===== src/rtl/bp_network_pkg.sv =====
// Shared types and helpers for the network transmit arbiter: flit header layout,
// transmit FSM states and flits-per-message computation.
package bp_network_pkg;

  localparam int unsigned dest_id_width_gp = 4;
  localparam int unsigned src_id_width_gp  = 4;

  typedef struct packed {
    logic [dest_id_width_gp-1:0] dest_id;
    logic [src_id_width_gp-1:0]  src_id;
  } flit_header_s;

  typedef enum logic [0:0] {
    IDLE = 1'b0,
    SEND = 1'b1
  } tx_state_e;

  function automatic int unsigned num_packets(input int unsigned msg_width,
                                              input int unsigned pkt_width);
    return (msg_width + pkt_width - 1) / pkt_width;
  endfunction

endpackage


===== src/rtl/bp_network_rr_arbiter.sv =====
// Round-robin arbiter: one-hot grant searching upward from a rotating pointer,
// pointer moves past the winner only when the caller strobes advance.
module bp_network_rr_arbiter #(
  parameter int num_src_p = 4
) (
  input  logic                         clk,
  input  logic                         reset,
  input  logic [num_src_p-1:0]         reqs,
  input  logic                         advance,
  output logic [num_src_p-1:0]         grant,
  output logic [$clog2(num_src_p)-1:0] grant_id
);

  localparam int id_width_lp  = $clog2(num_src_p);
  localparam int sum_width_lp = id_width_lp + 1;
  localparam logic [sum_width_lp-1:0] num_src_lp = sum_width_lp'(num_src_p);
  localparam logic [id_width_lp-1:0]  last_id_lp = id_width_lp'(num_src_p - 1);

  logic [id_width_lp-1:0]  ptr_r;
  logic                    found_s;
  logic                    hit_s;
  logic [sum_width_lp-1:0] sum_s;
  logic [id_width_lp-1:0]  idx_s;

  // First requester at or after ptr_r, wrapping modulo num_src_p
  always_comb begin
    grant    = '0;
    grant_id = '0;
    found_s  = 1'b0;
    hit_s    = 1'b0;
    sum_s    = '0;
    idx_s    = '0;
    for (int i = 0; i < num_src_p; i++) begin
      sum_s         = {1'b0, ptr_r} + sum_width_lp'(i);
      idx_s         = (sum_s >= num_src_lp) ? id_width_lp'(sum_s - num_src_lp)
                                            : sum_s[id_width_lp-1:0];
      hit_s         = ~found_s & reqs[idx_s];
      grant[idx_s]  = grant[idx_s] | hit_s;
      grant_id      = hit_s ? idx_s : grant_id;
      found_s       = found_s | hit_s;
    end
  end

  // Pointer moves only on an actual grant, so idle cycles keep fairness order
  always_ff @(posedge clk or posedge reset) begin
    if (reset) begin
      ptr_r <= '0;
    end else if (advance) begin
      ptr_r <= (grant_id == last_id_lp) ? '0 : grant_id + id_width_lp'(1);
    end
  end

endmodule


===== src/rtl/bp_network_tx_arbiter.sv =====
// Shares one network injection port among num_src_p message sources: grants one
// message round-robin, then streams it out as header-tagged flits.
module bp_network_tx_arbiter
  import bp_network_pkg::*;
#(
  parameter  int num_src_p           = 4,
  parameter  int dest_id_width_p     = dest_id_width_gp,
  parameter  int src_id_width_p      = src_id_width_gp,
  parameter  int source_data_width_p = 64,
  parameter  int packet_data_width_p = 16,
  localparam int num_packets_p       = num_packets(source_data_width_p, packet_data_width_p),
  localparam int flit_width_lp       = dest_id_width_p + src_id_width_p + packet_data_width_p,
  localparam int grant_width_lp      = $clog2(num_src_p)
) (
  input  logic                                     clk_i,
  input  logic                                     reset_i,
  input  logic [num_src_p-1:0]                     valid_i,
  input  logic [num_src_p*source_data_width_p-1:0] data_i,
  output logic [num_src_p-1:0]                     ready_o,
  output logic                                     valid_o,
  output logic [flit_width_lp-1:0]                 data_o,
  output logic                                     last_o,
  output logic [grant_width_lp-1:0]                grant_id_o,
  input  logic                                     yumi_i
);

  localparam int padded_width_lp = num_packets_p * packet_data_width_p;
  localparam int cnt_width_lp    = (num_packets_p > 1) ? $clog2(num_packets_p) : 1;
  localparam logic [cnt_width_lp-1:0] last_cnt_lp = cnt_width_lp'(num_packets_p - 1);

  tx_state_e                    state_r, state_s;
  logic [cnt_width_lp-1:0]      cnt_r, cnt_s;
  logic [padded_width_lp-1:0]   msg_r, msg_s;
  flit_header_s                 hdr_r, hdr_s;
  logic [grant_width_lp-1:0]    grant_id_r, grant_id_s;
  logic                         valid_r, valid_s;
  logic                         last_r, last_s;
  logic [packet_data_width_p-1:0] payload_r, payload_s;

  logic [num_src_p-1:0]           arb_reqs_s;
  logic [num_src_p-1:0]           arb_grant_s;
  logic [grant_width_lp-1:0]      arb_id_s;
  logic                           advance_s;
  logic [source_data_width_p-1:0] sel_msg_s;
  logic [padded_width_lp-1:0]     sel_ext_s;
  logic [cnt_width_lp-1:0]        cnt_inc_s;
  logic [packet_data_width_p-1:0] next_payload_s;

  // Sources only compete while no message is in flight
  assign arb_reqs_s = (state_r == IDLE) ? valid_i : '0;

  bp_network_rr_arbiter #(
    .num_src_p (num_src_p)
  ) u_rr_arbiter (
    .clk      (clk_i),
    .reset    (reset_i),
    .reqs     (arb_reqs_s),
    .advance  (advance_s),
    .grant    (arb_grant_s),
    .grant_id (arb_id_s)
  );

  assign ready_o    = arb_grant_s & {num_src_p{~reset_i}};
  assign valid_o    = valid_r;
  assign last_o     = last_r;
  assign data_o     = {hdr_r, payload_r};
  assign grant_id_o = grant_id_r;

  // One-hot select of the winning message, zero-extended to whole flits
  always_comb begin
    sel_msg_s = '0;
    for (int i = 0; i < num_src_p; i++) begin
      sel_msg_s = sel_msg_s
                | ({source_data_width_p{arb_grant_s[i]}}
                   & data_i[i*source_data_width_p +: source_data_width_p]);
    end
    sel_ext_s = '0;
    sel_ext_s[source_data_width_p-1:0] = sel_msg_s;
  end

  // Payload of the flit following the current one
  always_comb begin
    cnt_inc_s      = cnt_r + cnt_width_lp'(1);
    next_payload_s = '0;
    for (int k = 0; k < num_packets_p; k++) begin
      next_payload_s = (cnt_inc_s == cnt_width_lp'(k))
                     ? msg_r[k*packet_data_width_p +: packet_data_width_p]
                     : next_payload_s;
    end
  end

  // Transmit FSM next-state and registered output values
  always_comb begin
    state_s    = state_r;
    cnt_s      = cnt_r;
    msg_s      = msg_r;
    hdr_s      = hdr_r;
    grant_id_s = grant_id_r;
    valid_s    = valid_r;
    last_s     = last_r;
    payload_s  = payload_r;
    advance_s  = 1'b0;
    case (state_r)
      IDLE: begin
        if (|arb_reqs_s) begin
          advance_s     = 1'b1;
          state_s       = SEND;
          cnt_s         = '0;
          msg_s         = sel_ext_s;
          hdr_s.dest_id = sel_msg_s[source_data_width_p-1 -: dest_id_width_p];
          hdr_s.src_id  = sel_msg_s[source_data_width_p-dest_id_width_p-1 -: src_id_width_p];
          grant_id_s    = arb_id_s;
          valid_s       = 1'b1;
          last_s        = (num_packets_p == 1);
          payload_s     = sel_ext_s[packet_data_width_p-1:0];
        end else begin
          valid_s = 1'b0;
          last_s  = 1'b0;
        end
      end
      SEND: begin
        if (yumi_i) begin
          if (last_r) begin
            state_s   = IDLE;
            cnt_s     = '0;
            valid_s   = 1'b0;
            last_s    = 1'b0;
            payload_s = '0;
            hdr_s     = '0;
          end else begin
            cnt_s     = cnt_inc_s;
            payload_s = next_payload_s;
            last_s    = (cnt_inc_s == last_cnt_lp);
          end
        end else begin
          valid_s = 1'b1;
        end
      end
      default: begin
        state_s = IDLE;
        valid_s = 1'b0;
        last_s  = 1'b0;
      end
    endcase
  end

  // State and output registers; reset abandons any message in flight
  always_ff @(posedge clk_i or posedge reset_i) begin
    if (reset_i) begin
      state_r    <= IDLE;
      cnt_r      <= '0;
      msg_r      <= '0;
      hdr_r      <= '0;
      grant_id_r <= '0;
      valid_r    <= 1'b0;
      last_r     <= 1'b0;
      payload_r  <= '0;
    end else begin
      state_r    <= state_s;
      cnt_r      <= cnt_s;
      msg_r      <= msg_s;
      hdr_r      <= hdr_s;
      grant_id_r <= grant_id_s;
      valid_r    <= valid_s;
      last_r     <= last_s;
      payload_r  <= payload_s;
    end
  end

endmodule


===== config.mk =====
export PLATFORM = sky130hd
export DESIGN_NAME = bp_network_tx_arbiter
export DESIGN_NICKNAME = d
export VERILOG_FILES = /design/src/rtl/bp_network_pkg.sv /design/src/rtl/bp_network_rr_arbiter.sv /design/src/rtl/bp_network_tx_arbiter.sv
export SDC_FILE = /design/constraint.sdc
export NUM_CORES = 1
export LEC_CHECK = 0
export ABC_AREA = 1
export CELL_PAD_IN_SITES_DETAIL_PLACEMENT = 1
export CELL_PAD_IN_SITES_GLOBAL_PLACEMENT = 1
export CORE_UTILIZATION = 25
export CTS_BUF_LIST = sky130_fd_sc_hd__clkbuf_16
export CTS_CLUSTER_DIAMETER = 120
export CTS_CLUSTER_SIZE = 10
export DETAILED_ROUTE_END_ITERATION = 8
export PLACE_DENSITY = 0.82
export SETUP_SLACK_MARGIN = 0.5
export SKIP_LAST_GASP = 1
export SLEW_MARGIN = 25
export SYNTH_ARGS = -nofsm -noshare
export SYNTH_HDL_FRONTEND = slang
export SYNTH_SLANG_ARGS = --single-unit

===== constraint.sdc =====
create_clock -name clk_i -period 3.15 [get_ports clk_i]
set_input_delay 0.315 -clock clk_i [delete_from_list [all_inputs] [get_ports clk_i]]
set_output_delay 0.315 -clock clk_i [all_outputs]
set_load 0.01 [all_outputs]

## Yosys cells after proc, flatten, opt, wreduce, memory -nomap -nowiden

Index checks and enable logic that the tools add are counted.

| storage, ports and cells | value |
|---|---|
| flip-flop bits (word level) | 97 |
| word-level logic and storage cells | 135 |

| operators by class | value |
|---|---|
| bitwise operators | 23 |
| eq/ne operators | 8 |
| mux-type cells | 64 |
| add/sub/neg operators | 9 |
| $lt $le $gt $ge | 12 |
| reductions and logical operators | 9 |

Operators by type and width:

| cell | count |
|---|---|
| $and 64x64->64 | 4 |
| $or 64x64->64 | 3 |
| $mux 16 | 7 |
| $pmux 16 s2 | 1 |
| $mux 2 | 12 |
| $mux 8 | 3 |
| $mux 1 | 20 |
| $bmux 1 s2 | 8 |
| $pmux 8 s2 | 1 |
| $bwmux 4 | 3 |
| $lt 2x3->1 const B | 4 |
| $ge 3x3->1 const B | 3 |
| $and 4x4->4 | 2 |
| $demux 1 s2 | 4 |
| $ge 2x1->1 const B | 4 |
| $sub 2x1->2 const B | 4 |
| $add 2x2->3 const B | 2 |
| $eq 2x2->1 const B | 3 |
| $or 1x1->1 | 6 |
| $pmux 1 s2 | 3 |
| $not 1->1 | 5 |
| $add 2x1->2 const B | 2 |
| $logic_and 1x1->1 | 4 |
| $mux 4 | 1 |
| 12 further kinds | 16 |

## Depth between registers and ports, before layout

Gate-level depths: netlist (run 1).

| logic depth | value |
|---|---|
| depth after elaboration | 25 |
| depth in mapped cells | 24 |

## Cells and area by module

Synthesis (run 1) repeated with hierarchy kept, for this count alone.

| unflattened totals | value |
|---|---|
| cells, all modules | 1043 |
| area, all modules | 6552.5 um2 |

By module, submodules not included:

| module | sequential area each (um2) | area each (um2) | instances | cells each |
|---|---|---|---|---|
| bp_network_tx_arbiter | 2377.3 | 5925.7 | 1 | 929 |
| bp_network_rr_arbiter | 50.0 | 626.9 | 1 | 114 |

## Worst setup path after synthesis (run 1)

OpenSTA, ideal clock, no wires.

| timing path | value |
|---|---|
| path type | flip-flop to output port |
| start point | reg with a tool-made name |
| end point | out ready_o[0] |
| slack | -15 ps |
| required time | 2835 ps |
| arrival time | 2850 ps |
| path buffers | 4 |
| cell stages (with the launch flop) | 21 |
| path through | dfrtp_1 -> inv_1 -> buf_2 -> ha_1 -> o21ai_0 -> nand2_1 -> nand3_1 -> nand3_1 -> nand3_1 -> nand2_1 -> nand3_1 -> nand3_1 -> nand3_1 -> nand2_2 -> nand3_2 -> and2_1 -> clkbuf_2 -> buf_6 -> buf_6 -> inv_1 -> nor2_1 |

RTL lines:

| element | line | source |
|---|---|---|
| end, declared | bp_network_tx_arbiter.sv:19 | `output logic [num_src_p-1:0] ready_o,` |

==> impl_metrics.env, run 1 <==
export IMPL_power_switching_mw=7.926
export IMPL_cts_root_buffer="clkbuf_16"
export IMPL_yosysSeqAreaShare_pct=37.81
export IMPL_synth_edff_count=0
export IMPL_clk_pin_slew_ps=70
export IMPL_relSlewSlack_pct=47.19
export IMPL_synth_common_cells="nand2_1 (497), nor2_1 (113), nand3_1 (103), dfrtp_1 (97), o21ai_0 (67)"
export IMPL_io_pins=295
export IMPL_leakage_nw=5.454
export IMPL_cts_hold_fix_buffers=0
export IMPL_combPwrFrac_pct=81.4
export IMPL_worstHoldPathType="flip-flop to flip-flop"
export IMPL_fin_cells=1711
export IMPL_gp_congestion=0.9047
export IMPL_synth_most_common_cell="nand2_1"
export IMPL_post_drt_wl_per_cell_um=19.07
export IMPL_viasPerCell=4.819
export IMPL_syn2layout_area_growth_pct=85.62
export IMPL_syn_nets=1311
export IMPL_post_place_cells=1662
export IMPL_tightest_slew_ps=790.5
export IMPL_clkPwrFrac_pct=7.6
export IMPL_finClkSkew_ps=7.267
export IMPL_grt_antenna_before_repair=0
export IMPL_cp_data_arrival_time_ps=2880
export IMPL_synthCells=1040
export IMPL_synth_top_area_share_pct=37.81
export IMPL_crit_type="flip-flop to primary output"
export IMPL_num_rows=58
export IMPL_finalWirelength_mm=32.63
export IMPL_synth_cell_area_mm2=0.006420
export IMPL_crit_fanout=6
export IMPL_violations="setup timing"
export IMPL_synth_top_cell_by_area="dfrtp_1"
export IMPL_seq_power_share_pct=11.1
export IMPL_ant_nets=0
export IMPL_rsz0062_at_grt="true"
export IMPL_firstDrtPassIters=7
export IMPL_finalSetupViolations=5
export IMPL_required_ps=2830
export IMPL_grt_overflow=0
export IMPL_utilization_pct=47.32
export IMPL_grt_util_all_layers_pct=23.37
export IMPL_internal_power_mw=7.437
export IMPL_critPathMaxStageDelay_ps=470
export IMPL_synthTopCellsByArea="dfrtp_1 (38%), nand2_1 (29%), nand3_1 (8.0%), nor2_1 (6.6%), o21ai_0 (5.2%)"
export IMPL_cpMaxStageDelayCell="dfrtp_2"
export IMPL_core_area_mm2=0.02518
export IMPL_initial_core_util_pct=25.49
export IMPL_dp_hpwl_mm=22.06
export IMPL_ys_types=24
export IMPL_yosysWarningCount=0
export IMPL_ys_ff_latch=97
export IMPL_cap_violations=0
export IMPL_nets=1648
export IMPL_setup_slack_ps=-48.65
export IMPL_fill_cells=3044
export IMPL_drive_above_1_share_pct=20.56
export IMPL_die_h_um=162.3
export IMPL_cts_max_path_buffers=2
export IMPL_routed_via_count=8246
export IMPL_grt_max_degree=42
export IMPL_finalCriticalPeriod_ps=3199
export IMPL_drt_drc_violations_left=0
export IMPL_ir_drop_mv=0.6349
export IMPL_syn_area_per_cell_um2=6.173
export IMPL_worstSetupStartpointType="flip-flop"
export IMPL_hold_viol=0
export IMPL_cp_end_kind="primary output"
export IMPL_async_flop_share_pct=100.0
export IMPL_finalMaxSlewViolations=0
export IMPL_htree_levels=3
export IMPL_grt_pass1_vias=8441
export IMPL_io_buffers=294
export IMPL_cts_tree="built"
export IMPL_p_per_area_mw_per_mm2=1289
export IMPL_antennaDiodeCount=0
export IMPL_ys_flop_type="dfrtp_1"
export IMPL_sw_frac_of_total_pct=51.59
export IMPL_status="complete, but fails checks"
export IMPL_drt_iter0_markers=454
export IMPL_clk_latency_ps=350
export IMPL_die_area_mm2=0.02633
export IMPL_cts_buffers=9
export IMPL_crit_chain="buf_6 -> nand3_4 -> nand3_4 -> nand4_1 -> nand3_2 -> nand2_4 -> nand3_4 -> nand3_2 -> nand3_2 -> nand2_4 -> nand3_4 -> nand3_2 -> nand3_2 -> nand2_4 -> nand3_4 -> and2_4 -> inv_2 -> nor2_2 -> buf_2"
export IMPL_clock_sinks=97
export IMPL_clock_fmax_ghz=0.3126
export IMPL_layout_worst_path_cycle_share_pct=101.5
export IMPL_die_w_um=162.3
export IMPL_grt_pass1_wl_mm=47.22
registers in the layout (all words and copies together), names as in the netlist, named ones only:
name / cells
cnt_r: 2
data_o: 8
grant_id_o: 2
last_o: 1
msg_r: 64
payload_r: 16
state_r: 1
u_rr_arbiter.ptr_r: 1
valid_o: 1
power by group through the flow:
stage	Combinational, mW	Clock, mW	Sequential (mW)
finish	12.5	1.16	1.70
global route	13.4	1.24	1.72
CTS	10.2	1.19	1.70
detailed placement	8.08	0	1.71
global placement	7.88	0	1.70
floorplan	4.81	0	1.69
per-layer routing:
layer	GRT usage [%]	vias to the layer above	part of all wire, %
li1	-	3969	-
met4	6.518	0	1.8
met3	3.907	36	5.8
met2	40.68	282	50
met1	29.53	3959	42
met5	0	-	0
placed cells by master (no fill, tap or decap), types with 3 or more instances in the layout:
cell	synthesis	routed
a21oi_1	49	49
buf_12	0	13
buf_16	0	7
buf_2	15	4
buf_4	1	41
buf_6	2	9
buf_8	0	3
clkbuf_16	0	14
clkdlybuf4s50_1	0	290
clkinvlp_4	0	4
dfrtp_1	97	96
ha_1	8	4
ha_2	0	3
inv_1	32	28
inv_2	5	3
nand2_1	497	421
nand2_2	2	38
nand2_4	0	38
nand3_1	103	76
nand3_2	6	19
nand3_4	0	14
nand4_1	4	4
nor2_1	113	58
nor2_2	0	32
nor2_4	0	23
o21ai_0	67	60
o21ai_1	1	5
o21ai_2	0	3
path summary, 6_finish.rpt:
check,from,endpoint,slack (ps),depth (start not counted)
min reg2reg,msg_r[60],msg_r[60],470,2
max in group asynchronous,reset_i,async pin,1890,3
min in group asynchronous,reset_i,payload_r[9],600,2
max,flip-flop,ready_o[0],-50,19
min,msg_r[60],msg_r[60],470,2
max reg2reg,flip-flop,data_o[22],0,23
cells by family after synthesis:
| logic type | share of synthesized area (%) |
|---|---|
| AND/OR/NAND/NOR | 45.62 |
| AO/OA/AOI/OAI | 9.316 |
| flip-flops | 37.81 |
| buffers and inverters | 5.691 |
| adder cells (fa/ha/maj) | 1.559 |
area by class of cell:
class                           instances  area [µm²]  area share, %
Timing Repair inverter                  1       7.507        0.06300
Timing Repair Buffer                  374        4020          33.74
Clock inverter                          6       83.83         0.7035
Sequential cell                        97        2429          20.38
Tap cell                              330       412.9          3.465
Inverter                               38       176.4          1.480
Clock buffer                            9       225.2          1.890
Multi-Input combinational cell        856        4562          38.28
stage by stage:
stage	area, µm²	hold slack [ps]	setup WS (ps)	setup TNS [ps]	total power, mW
2_1_floorplan	6469	443.5	301.8	0	6.508
3_3_place_gp	10060	461.8	-265.4	-3571	9.575
3_5_place_dp	10060	465.1	-407.4	-13590	9.786
4_1_cts	11090	480.7	151.6	0	13.14
5_1_grt	11920	506.8	-169.3	-4570	16.40
6_report	11920	473.7	-48.65	-122.0	15.36
worst max-delay path: cells and delay by family (launching register included):
kind | cells | cell delay, ps
AND/OR/NAND/NOR | 16 | 1720
flip-flops | 1 | 470
buffers and inverters | 3 | 340
what timing repair did:
item                                    CTS  global route
pin swaps                                26           105
gates cloned                             10             6
gates resized for setup                 130           165
setup buffers                            10             8
endpoints found under the setup margin   92            92
(Power assumes the default switching activity.)
==> inputs of run 2 (changes only) <==
- TNS_END_PERCENT: default -> 1
==> impl_metrics.env, run 2 (synthesis results as in run 1) <==
export IMPL_p_per_area_mw_per_mm2=1125
export IMPL_cp_data_arrival_time_ps=2750
export IMPL_ir_drop_mv=0.5005
export IMPL_cts_hold_fix_buffers=0
export IMPL_cp_startpoint="valid_i[0]"
export IMPL_cap_violations=0
export IMPL_core_area_mm2=0.02518
export IMPL_cpMaxStageDelayCell="clkdlybuf4s50_1"
export IMPL_grt_pass1_vias=8551
export IMPL_setup_slack_ps=89.99
export IMPL_layout_worst_path_cycle_share_pct=97.14
export IMPL_htree_levels=3
export IMPL_clk_pin_slew_ps=60
export IMPL_drive_above_1_share_pct=13.35
export IMPL_leakage_nw=5.110
export IMPL_clk_latency_ps=350
export IMPL_die_w_um=162.3
export IMPL_cp_end_kind="primary output"
export IMPL_crit_family="simple AND/OR/NAND/NOR gates"
export IMPL_top_register="msg_r"
export IMPL_worst_path_buf_inv=4
export IMPL_finalMaxSlewViolations=0
export IMPL_io_pins=295
export IMPL_clock_sinks=97
export IMPL_worstHoldPathType="flip-flop to flip-flop"
export IMPL_grt_overflow=0
export IMPL_grt_pass1_wl_mm=46.31
export IMPL_num_rows=58
export IMPL_syn2layout_area_growth_pct=70.38
export IMPL_post_drt_wl_per_cell_um=17.64
export IMPL_seq_power_share_pct=13.8
export IMPL_combPwrFrac_pct=77.9
export IMPL_hold_viol=0
export IMPL_clock_fmax_ghz=0.3268
export IMPL_grt_util_all_layers_pct=22.84
export IMPL_post_place_cells=1668
export IMPL_largest_register_ffs=64
export IMPL_cts_buffers=9
export IMPL_status="completed"
export IMPL_sw_frac_of_total_pct=52.70
export IMPL_firstDrtPassIters=4
export IMPL_viasPerCell=4.765
export IMPL_die_h_um=162.3
export IMPL_drt_drc_violations_left=0
export IMPL_gp_congestion=0.8600
export IMPL_finClkSkew_ps=7.760
export IMPL_initial_core_util_pct=25.49
export IMPL_fin_cells=1701
export IMPL_crit_top_cell="nand3_2"
export IMPL_tightest_slew_ps=684.3
export IMPL_min_delay_start="msg_r[39]"
export IMPL_internal_power_mw=5.821
export IMPL_setup_tns_ps=0
export IMPL_critPathMaxStageDelay_ps=490
export IMPL_crit_fanout=6
export IMPL_relSlewSlack_pct=54.33
export IMPL_drt_iter0_markers=392
export IMPL_die_area_mm2=0.02633
export IMPL_worstSetupStartpointType="input port"
export IMPL_routed_via_count=8106
export IMPL_required_ps=2830
export IMPL_nets=1637
export IMPL_finalSetupViolations=0
export IMPL_cts_tree="built"
export IMPL_ant_nets=0
export IMPL_clkPwrFrac_pct=8.3
export IMPL_finalCriticalPeriod_ps=3060
export IMPL_layout_common_cells="nand2_1 (486), clkdlybuf4s50_1 (290), dfrtp_1 (95)"
export IMPL_placement_setup_worst_slack_ps=-452.2
export IMPL_rsz0062_at_grt="true"
export IMPL_power_switching_mw=6.485
export IMPL_antennaDiodeCount=0
export IMPL_io_buffers=294
export IMPL_cts_root_buffer="clkbuf_16"
export IMPL_crit_type="input port to primary output"
export IMPL_finalWirelength_mm=30.00
export IMPL_dp_hpwl_mm=22.14
export IMPL_worstReg2RegStart="u_rr_arbiter.ptr_r[1]"
export IMPL_grt_max_degree=72
export IMPL_final_common_cell="nand2_1"
export IMPL_cts_max_path_buffers=2
export IMPL_crit_chain="clkdlybuf4s50_1 -> inv_1 -> nor2_4 -> nand2_2 -> nand3_4 -> nand4_1 -> nand3_2 -> nand2_4 -> nand3_2 -> nand3_2 -> nand3_2 -> nand2_4 -> nand3_2 -> nand3_2 -> nand3_2 -> nand2_4 -> nand3_4 -> and2_4 -> inv_1 -> nor2_2 -> buf_2"
export IMPL_grt_antenna_before_repair=0
-- run 2: cell count changes in the layout (fill, tap and decap cells not counted), sizes merged --
cell	before	now
buf	77	72
clkbuf	14	9
bufinv	2	0
clkinv	4	6
clkinvlp	4	3
inv	35	36
-- run 2: routing by layer --
layer	vias to the layer above	part of all wire, %	wire length [µm]	track usage (%)
li1	3951	-	-	-
met1	3826	43	12820	28.26
met2	288	49	14690	40.23
met3	41	6.1	1840	4.086
met4	0	2.2	651	6.604
met5	-	0	0	0
-- run 2: worst paths after layout --
path                            cells after the start  slack (ps)            end
worst max-delay path                               21          90     ready_o[0]
worst min-delay path                                2         480      msg_r[39]
worst max register to register                     20         110       msg_r[3]
worst min register to register                      2         480      msg_r[39]
max in group asynchronous                           3        1720      msg_r[52]
min in group asynchronous                           2         640  payload_r[12]
-- run 2: per-stage QoR --
stage / area (µm²) / hold slack [ps] / util (%) / total power, mW
5_1_grt: 10940 / 496.3 / 43.44 / 13.38
2_1_floorplan: 6469 / 443.5 / - / 6.508
4_1_cts: 10890 / 480.4 / 43.24 / 12.31
6_report: 10940 / 476.8 / 43.44 / 12.31
3_5_place_dp: 10070 / 461.6 / 39.99 / 9.872
3_3_place_gp: 10070 / 460.4 / 39.99 / 9.629
-- run 2: power by group through the flow --
| stage | sequential, mW | combinational [mW] | clock, mW |
|---|---|---|---|
| 2_1_floorplan | 1.69 | 4.81 | 0 |
| 3_3_place_gp | 1.69 | 7.94 | 0 |
| 3_5_place_dp | 1.70 | 8.17 | 0 |
| 4_1_cts | 1.69 | 9.59 | 1.03 |
| 5_1_grt | 1.72 | 10.6 | 1.08 |
| 6_report | 1.70 | 9.59 | 1.02 |
-- run 2: timing repair --
action / in CTS / in global routing
gates cloned: 5 / 0
buffers inserted: 11 / 1
resized for setup: 114 / 9
pin swaps: 46 / 17
setup endpoints to repair: 92 / 93
-- run 2: worst register-to-register path: stages (launching register included) --
cell     delay [ps]
dfrtp_1         450
inv_4           150
ha_4            240
inv_2            90
nand3_2         110
nand2_4         140
nand3_2         110
nand3_2          80
nand3_2          80
nand2_4         110
nand3_2         100
nand3_2          80
nand3_2          90
nand2_4          90
buf_6           120
nand3_4          60
buf_4           200
nand3_1         100
nand2_1          60
nor2_1          270
o21ai_0         160
-- run 2: layout make-up --
| class | count | area [µm²] |
|---|---|---|
| inverter | 38 | 161.4 |
| sequential | 97 | 2430 |
| tap | 330 | 412.9 |
| multi-input combinational | 856 | 3999 |
| timing repair buffer | 364 | 3664 |
| clock buffer | 9 | 225.2 |
| clock inverter | 7 | 46.29 |
| fill | 3206 | 14240 |
